===== src/rtl/fetch_unit_if.sv =====
// Bundles the fetch unit's memory read port and its decode-side instruction
// handshake. master = fetch unit; slave = memory/decode side.
interface fetch_unit_if;
  logic [31:0] mem_address;
  logic [1:0]  mem_access_size;
  logic        mem_rw;
  logic        mem_enable;
  logic [31:0] mem_data_out;
  logic        insn_valid;
  logic        insn_ready;
  logic [31:0] insn;
  logic [31:0] insn_pc;
  logic        fetch_fault;

  modport master (
    output mem_address, mem_access_size, mem_rw, mem_enable,
    output insn_valid, insn, insn_pc, fetch_fault,
    input  mem_data_out, insn_ready
  );

  modport slave (
    input  mem_address, mem_access_size, mem_rw, mem_enable,
    input  insn_valid, insn, insn_pc, fetch_fault,
    output mem_data_out, insn_ready
  );
endinterface


===== src/rtl/fetch_unit.sv =====
// Instruction fetch stage: word-aligned PC stream, single-word reads, PC-tagged FIFO
// toward decode, redirect flush. Optional bounds check enabled by FETCH_BOUNDS_CHECK_EN.
module fetch_unit #(
  parameter logic [31:0] START_ADDR = 32'h80020000,
  parameter int          MEM_DEPTH  = 1048576,
  parameter int          FIFO_DEPTH = 4
) (
  input  logic        clock,
  input  logic        reset_n,
  input  logic        start,
  input  logic        redirect_valid,
  input  logic [31:0] redirect_pc,
  fetch_unit_if.master bus
);

  localparam int PTR_W = (FIFO_DEPTH > 1) ? $clog2(FIFO_DEPTH) : 1;
  localparam int CNT_W = PTR_W + 1;
  localparam logic [CNT_W:0] DEPTH_OCC = (CNT_W + 1)'(FIFO_DEPTH);

  generate
    if (FIFO_DEPTH < 2 || (FIFO_DEPTH & (FIFO_DEPTH - 1)) != 0 || MEM_DEPTH < 4) begin : g_param_err
      $error("fetch_unit: FIFO_DEPTH must be a power of two >= 2 and MEM_DEPTH >= 4");
    end
  endgenerate

  typedef enum logic [1:0] {
    ST_IDLE = 2'd0,
    ST_RUN  = 2'd1,
    ST_HALT = 2'd2
  } state_t;

  state_t             state_reg, state_next;
  logic [31:0]        pc_reg, pc_next;
  logic               resp_valid_reg;
  logic [31:0]        resp_pc_reg;
  logic [PTR_W-1:0]   wr_ptr_reg, rd_ptr_reg;
  logic [CNT_W-1:0]   count_reg;
  logic [31:0]        data_mem [FIFO_DEPTH];
  logic [31:0]        pc_mem   [FIFO_DEPTH];

  logic               issue, flush, push, pop, insn_valid, credit_ok, out_of_bounds;
  logic [CNT_W:0]     occupancy;
  logic [31:0]        redirect_aligned;

  assign redirect_aligned = {redirect_pc[31:2], 2'b00};

`ifdef FETCH_BOUNDS_CHECK_EN
  localparam logic [32:0] LO_ADDR = {1'b0, START_ADDR};
  localparam logic [32:0] HI_ADDR = {1'b0, START_ADDR} + 33'(MEM_DEPTH) - 33'd4;
  assign out_of_bounds = ({1'b0, pc_reg} < LO_ADDR) || ({1'b0, pc_reg} > HI_ADDR);
  // HALT is only ever entered on a fault and is left only by reset, so it is the sticky flag.
  assign bus.fetch_fault = (state_reg == ST_HALT);
`else
  assign out_of_bounds   = 1'b0;
  assign bus.fetch_fault = 1'b0;
`endif

  // Credit counts buffered words plus the response arriving this cycle; pops give no credit.
  assign occupancy  = {1'b0, count_reg} + {{CNT_W{1'b0}}, resp_valid_reg};
  assign credit_ok  = occupancy < DEPTH_OCC;
  assign insn_valid = (count_reg != '0);
  assign push       = resp_valid_reg && !flush;
  assign pop        = insn_valid && bus.insn_ready && !flush;

  always_comb begin
    state_next = state_reg;
    pc_next    = pc_reg;
    issue      = 1'b0;
    flush      = 1'b0;
    case (state_reg)
      ST_IDLE: begin
        if (redirect_valid) begin
          flush   = 1'b1;
          pc_next = redirect_aligned;
        end
        if (start) state_next = ST_RUN;
      end
      ST_RUN: begin
        if (redirect_valid) begin
          flush   = 1'b1;
          pc_next = redirect_aligned;
        end else if (out_of_bounds) begin
          state_next = ST_HALT;
        end else if (credit_ok) begin
          issue   = 1'b1;
          pc_next = pc_reg + 32'd4;
        end
      end
      ST_HALT: begin
        state_next = ST_HALT;
      end
      default: state_next = ST_IDLE;
    endcase
  end

  always_ff @(posedge clock or negedge reset_n) begin
    if (!reset_n) begin
      state_reg      <= ST_IDLE;
      pc_reg         <= START_ADDR;
      resp_valid_reg <= 1'b0;
      resp_pc_reg    <= '0;
      wr_ptr_reg     <= '0;
      rd_ptr_reg     <= '0;
      count_reg      <= '0;
    end else begin
      state_reg      <= state_next;
      pc_reg         <= pc_next;
      resp_valid_reg <= issue;
      if (issue) resp_pc_reg <= pc_reg;
      if (flush) begin
        wr_ptr_reg <= '0;
        rd_ptr_reg <= '0;
        count_reg  <= '0;
      end else begin
        if (push) wr_ptr_reg <= wr_ptr_reg + 1'b1;
        if (pop)  rd_ptr_reg <= rd_ptr_reg + 1'b1;
        if (push && !pop)      count_reg <= count_reg + 1'b1;
        else if (pop && !push) count_reg <= count_reg - 1'b1;
      end
    end
  end

  always_ff @(posedge clock) begin
    if (push) begin
      data_mem[wr_ptr_reg] <= bus.mem_data_out;
      pc_mem[wr_ptr_reg]   <= resp_pc_reg;
    end
  end

  assign bus.mem_address     = pc_reg;
  assign bus.mem_access_size = 2'b00;
  assign bus.mem_rw          = 1'b1;
  assign bus.mem_enable      = issue;
  assign bus.insn_valid      = insn_valid;
  // Stale storage is masked so an empty buffer always presents zeros.
  assign bus.insn            = insn_valid ? data_mem[rd_ptr_reg] : '0;
  assign bus.insn_pc         = insn_valid ? pc_mem[rd_ptr_reg] : '0;

endmodule

===== src/flat_wrapper.sv =====
// flat-port wrapper written by rule: the top's interface ports become plain ports
module fetch_unit_flat 
#(
  parameter logic [31:0] START_ADDR = 32'h80020000,
  parameter int          MEM_DEPTH  = 1048576,
  parameter int          FIFO_DEPTH = 4
)
  (clock, reset_n, start, redirect_valid, redirect_pc, bus_mem_address, bus_mem_access_size, bus_mem_rw, bus_mem_enable, bus_insn_valid, bus_insn, bus_insn_pc, bus_fetch_fault, bus_mem_data_out, bus_insn_ready);
  fetch_unit_if bus_i ();
  input  logic clock;
  input  logic reset_n;
  input  logic start;
  input  logic redirect_valid;
  input  logic [31:0] redirect_pc;
  output wire logic [$bits(bus_i.mem_address)-1:0] bus_mem_address;
  output wire logic [$bits(bus_i.mem_access_size)-1:0] bus_mem_access_size;
  output wire logic [$bits(bus_i.mem_rw)-1:0] bus_mem_rw;
  output wire logic [$bits(bus_i.mem_enable)-1:0] bus_mem_enable;
  output wire logic [$bits(bus_i.insn_valid)-1:0] bus_insn_valid;
  output wire logic [$bits(bus_i.insn)-1:0] bus_insn;
  output wire logic [$bits(bus_i.insn_pc)-1:0] bus_insn_pc;
  output wire logic [$bits(bus_i.fetch_fault)-1:0] bus_fetch_fault;
  input wire logic [$bits(bus_i.mem_data_out)-1:0] bus_mem_data_out;
  input wire logic [$bits(bus_i.insn_ready)-1:0] bus_insn_ready;
  assign bus_mem_address = bus_i.mem_address;
  assign bus_mem_access_size = bus_i.mem_access_size;
  assign bus_mem_rw = bus_i.mem_rw;
  assign bus_mem_enable = bus_i.mem_enable;
  assign bus_insn_valid = bus_i.insn_valid;
  assign bus_insn = bus_i.insn;
  assign bus_insn_pc = bus_i.insn_pc;
  assign bus_fetch_fault = bus_i.fetch_fault;
  assign bus_i.mem_data_out = bus_mem_data_out;
  assign bus_i.insn_ready = bus_insn_ready;
  fetch_unit #(.START_ADDR(START_ADDR), .MEM_DEPTH(MEM_DEPTH), .FIFO_DEPTH(FIFO_DEPTH)) u_core (.clock(clock), .reset_n(reset_n), .start(start), .redirect_valid(redirect_valid), .redirect_pc(redirect_pc), .bus(bus_i));
endmodule

===== config.mk =====
export PLATFORM = sky130hd
export DESIGN_NAME = fetch_unit_flat
export DESIGN_NICKNAME = d
export VERILOG_FILES = /design/src/rtl/fetch_unit_if.sv /design/src/rtl/fetch_unit.sv /design/src/flat_wrapper.sv
export SDC_FILE = /design/constraint.sdc
export NUM_CORES = 1
export LEC_CHECK = 0
export CAP_MARGIN = 30
export CORE_UTILIZATION = 40
export CTS_BUF_LIST = sky130_fd_sc_hd__clkbuf_8
export CTS_CLUSTER_SIZE = 25
export DETAILED_ROUTE_END_ITERATION = 10
export GPL_TIMING_DRIVEN = 0
export MAX_ROUTING_LAYER = met4
export SLEW_MARGIN = 40
export SYNTH_ARGS = -nofsm -noshare
export SYNTH_HDL_FRONTEND = slang
export SYNTH_SLANG_ARGS = --single-unit
export TNS_END_PERCENT = 5

===== constraint.sdc =====
create_clock -name clock -period 5.2 [get_ports clock]
set_input_delay 1.56 -clock clock [delete_from_list [all_inputs] [get_ports clock]]
set_output_delay 1.56 -clock clock [all_outputs]
set_load 0.01 [all_outputs]

==> summary.txt, run 1 <==
Run status
  – Status: finished clean

Clock tree
  – Max Root-Sink Buffers: 3
  – CTS tree: yes
  – Clock-pin slew on the worst setup and hold paths: 0.06 ns
  – Clk sinks: 318
  – H-tree lvl count: 2
  – Cts bufs inserted: 52
  – Clk Tree Root Cell: clkbuf_8
  – Worst-Skew Late Latency: 0.58 ns

STA
  – RSZ-0062 raised after global routing: no
  – Final setup fails: 0
  – Worst Tran Pin Value: 0.743 ns
  – Crit share post-route: 0.935
  – Worst Skew: 0.0234 ns
  – Final WS setup: 0.340 ns
  – Slew Limit Fails: 0
  – Final min period: 4.86 ns
  – Final hold violations: 0
  – Total Neg Setup Slack: 0 ns
  – Max Clk Rate: 206 MHz
  – Max_slew headroom: 0.505

Global route
  – Vias in the first global route: 7821
  – Met3 usage in global routing: 0.0363
  – GRT overflow: 0
  – GR Layer Usage met2: 0.275
  – Initial antenna violation count: 0
  – Most crowded layer after global routing: met2
  – First-pass GRT wire length: 44800 um
  – Total GRT Usage: 0.184
  – Met1 GRT Util: 0.258
  – Largest net degree at the start of global routing: 57

Yosys
  – Synth async-reset ratio: 0.220
  – Sequential area share after synthesis: 0.711
  – Area share of the largest cell type after synthesis: 0.575
  – Synth Instances: 749
  – Mapped cell area: 12900 um^2
  – Post-synth EDFFs: 248
  – Synth cell types: 55
  – Area leader, netlist: edfxtp_1
  – Synth top area cells: edfxtp_1, dfrtp_1, mux4_2, and2_1, mux2_2
  – Syn avg cell area: 17.3 um^2
  – YS warnings: 0
  – Number of synthesized register bits: 318
  – Ys flop type: edfxtp_1

Critical path
  – Cells along the critical path: clkdlybuf4s50_1 > nor2_1 > and2_1 > buf_2 > nand3b_4 > inv_1 > clkdlybuf4s50_1
  – Critical path type: input port to output pin
  – Critical Path Max Stage Delay: 0.54 ns
  – Most used cell, CP: clkdlybuf4s50_1
  – Worst setup EP type: output pin
  – Slowest library cell on the worst path: clkdlybuf4s50_1
  – Worst setup SP type: input port
  – Critical Path RT: 3.64 ns
  – Arr. time, crit path: 3.30 ns
  – Critical path peak fanout: 9

Die
  – Num rows: 65
  – Total die area: 33100 um^2
  – Num ports: 171
  – Initial Utilization: 0.408
  – Die H: 182 um
  – Chip width: 182 um
  – Core ar.: 31700 um^2

Placed design
  – HPWL Detailed: 19100 um
  – Worst slack at placement: -0.229 ns
  – Global placer's final weighted congestion: 0.900
  – Cells after DPL: 1326
  – IO buf count: 160

Routing
  – WL final: 28800 um
  – Iter 0 DRT Violations: 459
  – Via density: 5.26
  – Routed vias: 7478
  – Wire per inst: 20.2 um
  – ANT nets after route: 0
  – # DRC: 0
  – Drt first pass iters: 5

Final layout
  – Syn-to-layout area delta: 26.0%
  – Layout cell share with drive strength beyond 1: 0.211
  – Final #Nets: 1055
  – Top reg by flops: u_core.data_mem
  – Commonest non-fill, non-tap cell in the layout: edfxtp_1
  – Antenna cell count: 0
  – Final core utilization: 0.514
  – Fin cells: 1422
  – Largest register FFs: 128
  – Largest regs: u_core.data_mem x128, u_core.pc_mem x120
  – Most frequent cells in the layout: edfxtp_1, clkdlybuf4s50_1, dfrtp_1, and2_1, mux4_2

Power
  – Power Dens Cells: 499 nW/um^2
  – Total chip power: 8.14 mW
  – Peak supply drop: 0.000280 V
  – Static Leak: 5.58 nW

Flow run
  – Max Cap Viol: 0

Hold path
  – Worst Hold Class: flip-flop to flip-flop
## through the flow
stage / hold slack, ns / area (um^2)
after floorplan: 0.451 / 13000
after global placement: 0.483 / 15100
after detailed placement: 0.493 / 15300
after CTS: 0.500 / 16300
after global routing: 0.527 / 16300
final: 0.507 / 16300
## critical path: cells and delay by family
| kind | cells | cell delay [ns] |
|---|---|---|
| buffers and inverters | 4 | 1.34 |
| and+or+nand+nor | 3 | 0.39 |
## what timing repair did
item                       in CTS  in global routing
gates resized for setup         1                  0
hold buffers                    0                  0
setup endpoints to repair       1                  1
setup buffers                   0                  2
## cell families after synthesis
family | after synthesis | synth area share
DFF | 318 | 0.711
other | 2 | 0.000580
muxes | 91 | 0.133
AOI/OAI and AO/OA | 97 | 0.0465
adders and majority gates | 7 | 0.00735
and+or+nand+nor | 173 | 0.0781
buffers and inverters | 56 | 0.0200
xor gates and xnor gates | 5 | 0.00338
## final timing paths
path,endpoint,depth (start not counted),slack [ns],startpoint
max reg2reg,u_core.count_reg[2],8,2.65,u_core.state_reg[1]
min in group asynchronous,u_core.bus.mem_address[28],1,0.81,reset_n
max in group asynchronous,u_core.bus.mem_address[17],2,3.81,reset_n
min reg2reg,u_core.state_reg[1],1,0.51,u_core.state_reg[0]
max,bus_mem_enable,7,0.34,redirect_valid
min,u_core.state_reg[1],1,0.51,u_core.state_reg[0]
## routing by layer
metal | vias up | share of wire
li1 | 3379 | -
met1 | 3787 | 0.46
met2 | 276 | 0.46
met3 | 36 | 0.064
met4 | 0 | 0.013
met5 | - | 0
## area by class of cell
| cell class | count | area (um^2) |
|---|---|---|
| repair buffers | 171 | 1810 |
| clock buffers | 56 | 771 |
| multi-input cells | 381 | 3540 |
| fillers | 2660 | 15400 |
| well taps | 402 | 503 |
| clock inverters | 39 | 230 |
| plain buffers | 48 | 228 |
| flip-flops and latches | 318 | 9200 |
| inverters | 7 | 26.3 |
## Yosys cell counts (2+ instances only)
| cell type | n |
|---|---|
| mux2_2 | 28 |
| or3_1 | 4 |
| buf_1 | 3 |
| mux4_2 | 62 |
| conb_1 | 2 |
| a2bb2oi_1 | 12 |
| nor4_1 | 2 |
| xnor2_1 | 2 |
| and4_1 | 2 |
| a21oi_1 | 34 |
| buf_2 | 14 |
| nor2_1 | 25 |
| xor2_1 | 3 |
| and3_1 | 7 |
| nor3_1 | 4 |
| and2_1 | 64 |
| ha_1 | 6 |
| nand3_1 | 19 |
| a311oi_1 | 3 |
| nand4_1 | 5 |
| nor2b_1 | 2 |
| nor3b_1 | 2 |
| o22ai_1 | 12 |
| nor4_4 | 2 |
| a211oi_1 | 3 |
| inv_1 | 7 |
| dfrtp_1 | 68 |
| o21ai_0 | 22 |
| edfxtp_1 | 248 |
| clkbuf_1 | 23 |
| buf_4 | 8 |
| or2_2 | 2 |
| nand2_1 | 25 |
| dfstp_2 | 2 |
| a31oi_1 | 2 |
## report_power, final
part	internal, mW	total, mW	switching [mW]	leakage (nW)
registers	3.23	3.53	0.299	3.06
clock network	1.10	2.07	0.972	0.581
logic	1.39	2.54	1.15	1.94
total	5.72	8.14	2.42	5.58
(Power assumes the default switching activity.)
==> inputs of run 2 (changes only) <==
--- a/config.mk
+++ b/config.mk
@@ -12,6 +12,7 @@
 export DETAILED_ROUTE_END_ITERATION = 10
 export GPL_TIMING_DRIVEN = 0
 export MAX_ROUTING_LAYER = met4
+export REMOVE_ABC_BUFFERS = 1
 export SLEW_MARGIN = 40
 export SYNTH_ARGS = -nofsm -noshare
 export SYNTH_HDL_FRONTEND = slang
==> summary.txt, run 2 (synthesis gave the netlist of run 1 again) <==
STA
  – Crit share post-route: 0.928
  – Final min period: 4.83 ns
  – Worst Skew: 0.0271 ns
  – WHS: 0.511 ns
  – Worst Tran Pin Value: 0.658 ns
  – Slew Limit Fails: 0
  – Final setup fails: 0
  – Max_slew headroom: 0.557
  – Max Clk Rate: 207 MHz
  – RSZ-0062 raised after global routing: no
  – Final hold violations: 0

Clock tree
  – Clk sinks: 318
  – CTS tree: yes
  – Hold_buf cts: 0
  – Cts bufs inserted: 52
  – Max Root-Sink Buffers: 3
  – Clock-pin slew on the worst setup and hold paths: 0.06 ns
  – Clk Tree Root Cell: clkbuf_8
  – Worst-Skew Late Latency: 0.58 ns
  – H-tree lvl count: 2

Power
  – Peak supply drop: 0.000234 V
  – Power Dens Cells: 499 nW/um^2
  – Static Leak: 5.49 nW
  – Total chip power: 8.09 mW

Die
  – Die H: 182 um
  – Initial Utilization: 0.408
  – Total die area: 33100 um^2
  – Chip width: 182 um
  – Num ports: 171
  – Num rows: 65
  – Core ar.: 31700 um^2

Critical path
  – Worst Reg2Reg Path Length in Cells: 7
  – Worst setup EP type: output pin
  – Critical Path Max Stage Delay: 0.55 ns
  – Critical Path RT: 3.64 ns
  – Reg2Reg Launch Point: u_core.state_reg[1]
  – Arr. time, crit path: 3.27 ns
  – Critical R2R Capture: u_core.count_reg[2]
  – Critical path type: input port to output pin
  – Most used cell, CP: clkdlybuf4s50_1
  – Slowest library cell on the worst path: clkdlybuf4s50_1
  – WP buf/inv: 3
  – Critical path peak fanout: 17
  – Top cell family by delay on the critical path: buffers and inverters
  – Worst setup SP type: input port
  – Reg2Reg Setup Slack: 2.78 ns
  – Cells along the critical path: clkdlybuf4s50_1 > nor2_1 > and2_4 > nand3b_4 > inv_1 > clkdlybuf4s50_1

Final layout
  – Top reg by flops: u_core.data_mem
  – FILL cells: 2689
  – Commonest non-fill, non-tap cell in the layout: edfxtp_1
  – Largest regs: u_core.data_mem x128, u_core.pc_mem x120
  – Multi-input gate area: 3570 um^2
  – Register area: 9210 um^2
  – Most frequent cells in the layout: edfxtp_1, clkdlybuf4s50_1, dfrtp_1, and2_1, mux4_2
  – Final #Nets: 1014
  – Largest register FFs: 128
  – Syn-to-layout area delta: 25.3%
  – Fin cells: 1385
  – Layout cell share with drive strength beyond 1: 0.210

Placed design
  – HPWL Detailed: 17400 um
  – Cells after DPL: 1284
  – Global placer's final weighted congestion: 0.783
  – IO buf count: 160

Global route
  – Total GRT Usage: 0.179
  – Vias in the first global route: 7567
  – Largest net degree at the start of global routing: 38
  – First-pass GRT wire length: 43700 um
  – GRT overflow: 0
  – Initial antenna violation count: 2

Routing
  – Drt first pass iters: 5
  – Iter 0 DRT Violations: 367
  – Wire per inst: 20.5 um
  – WL final: 28400 um
  – # DRC: 0
  – Via density: 5.25
  – ANT nets after route: 0
  – Routed vias: 7265

Hold path
  – Worst Hold Class: flip-flop to flip-flop
  – Hold worst-path end: u_core.pc_mem[0][11]
  – Hold depth: 0
  – Hold_sp: u_core.resp_pc_reg[11]

Flow run
  – Max Cap Viol: 0

Run status
  – Status: finished clean
run 2: cell count changes in the layout (fill, tap and decap cells not counted), moves of 3 or more:
cell,before,now
buf_2,13,0
buf_4,10,1
clkbuf_1,23,0
buf_12,8,14
buf_1,3,0
run 2: worst max-delay path by stage:
stage                         startpoint              to  slack, ns  depth (start not counted)
after floorplan           redirect_valid  bus_mem_enable       0.11                          4
after global placement    redirect_valid  bus_mem_enable      -1.94                          6
after detailed placement  redirect_valid  bus_mem_enable      -0.34                          6
after CTS                 redirect_valid  bus_mem_enable       0.40                          6
after global routing      redirect_valid  bus_mem_enable       0.30                          6
final                     redirect_valid  bus_mem_enable       0.37                          6
run 2: metrics by stage:
step           cell area, um^2   util  TNS (ns)  setup WS [ns]
2_1_floorplan            12700      -         0          0.111
3_3_place_gp             14800  0.468   -226.45          -1.94
3_5_place_dp             15200  0.480    -0.337         -0.337
4_1_cts                  16200  0.511         0          0.401
5_1_grt                  16200  0.511         0          0.299
6_report                 16200  0.511         0          0.373
run 2: worst reg2reg max path: cells and delay by family (launching register included):
family	cells	cell delay (ns)
adder cells (fa/ha/maj)	2	0.61
XOR/XNOR	1	0.15
flip-flops	1	0.44
AO/OA/AOI/OAI	1	0.15
AND/OR/NAND/NOR	3	1.00
run 2: report_power, final:
part           internal [mW]  switching (mW)
clock                   1.03           0.979
combinational           1.42            1.09
sequential              3.23           0.335
run 2: final cells by class:
| class | instances | area share |
|---|---|---|
| Sequential cell | 318 | 0.568 |
| Tap cell | 402 | 0.0310 |
| Antenna cell | 2 | 0.000309 |
| Inverter | 7 | 0.00162 |
| Clock buffer | 55 | 0.0467 |
| Clock inverter | 42 | 0.0130 |
| Multi-Input combinational cell | 382 | 0.220 |
| Timing Repair Buffer | 177 | 0.119 |
run 2: repair_timing:
action                                  4_1_cts  5_1_grt
endpoints found under the setup margin        1        0
buffers inserted                              1        0
gates resized for setup                       1        0
run 2: layer usage:
layer	vias to the layer above	wire, um	track usage
li1	3313	-	-
met1	3656	12600	0.232
met2	246	13500	0.282
met3	50	1750	0.0433
met4	0	548	0.0514
met5	-	0	-
==> inputs of run 3 (changes only) <==
--- a/config.mk
+++ b/config.mk
@@ -11,6 +11,7 @@
 export CTS_CLUSTER_SIZE = 25
 export DETAILED_ROUTE_END_ITERATION = 10
 export GPL_TIMING_DRIVEN = 0
+export HOLD_SLACK_MARGIN = 0.06
 export MAX_ROUTING_LAYER = met4
 export REMOVE_ABC_BUFFERS = 1
 export SLEW_MARGIN = 40
==> results of run 3 <==
No change in the layout: final DEF, timing and power equal those of run 2.
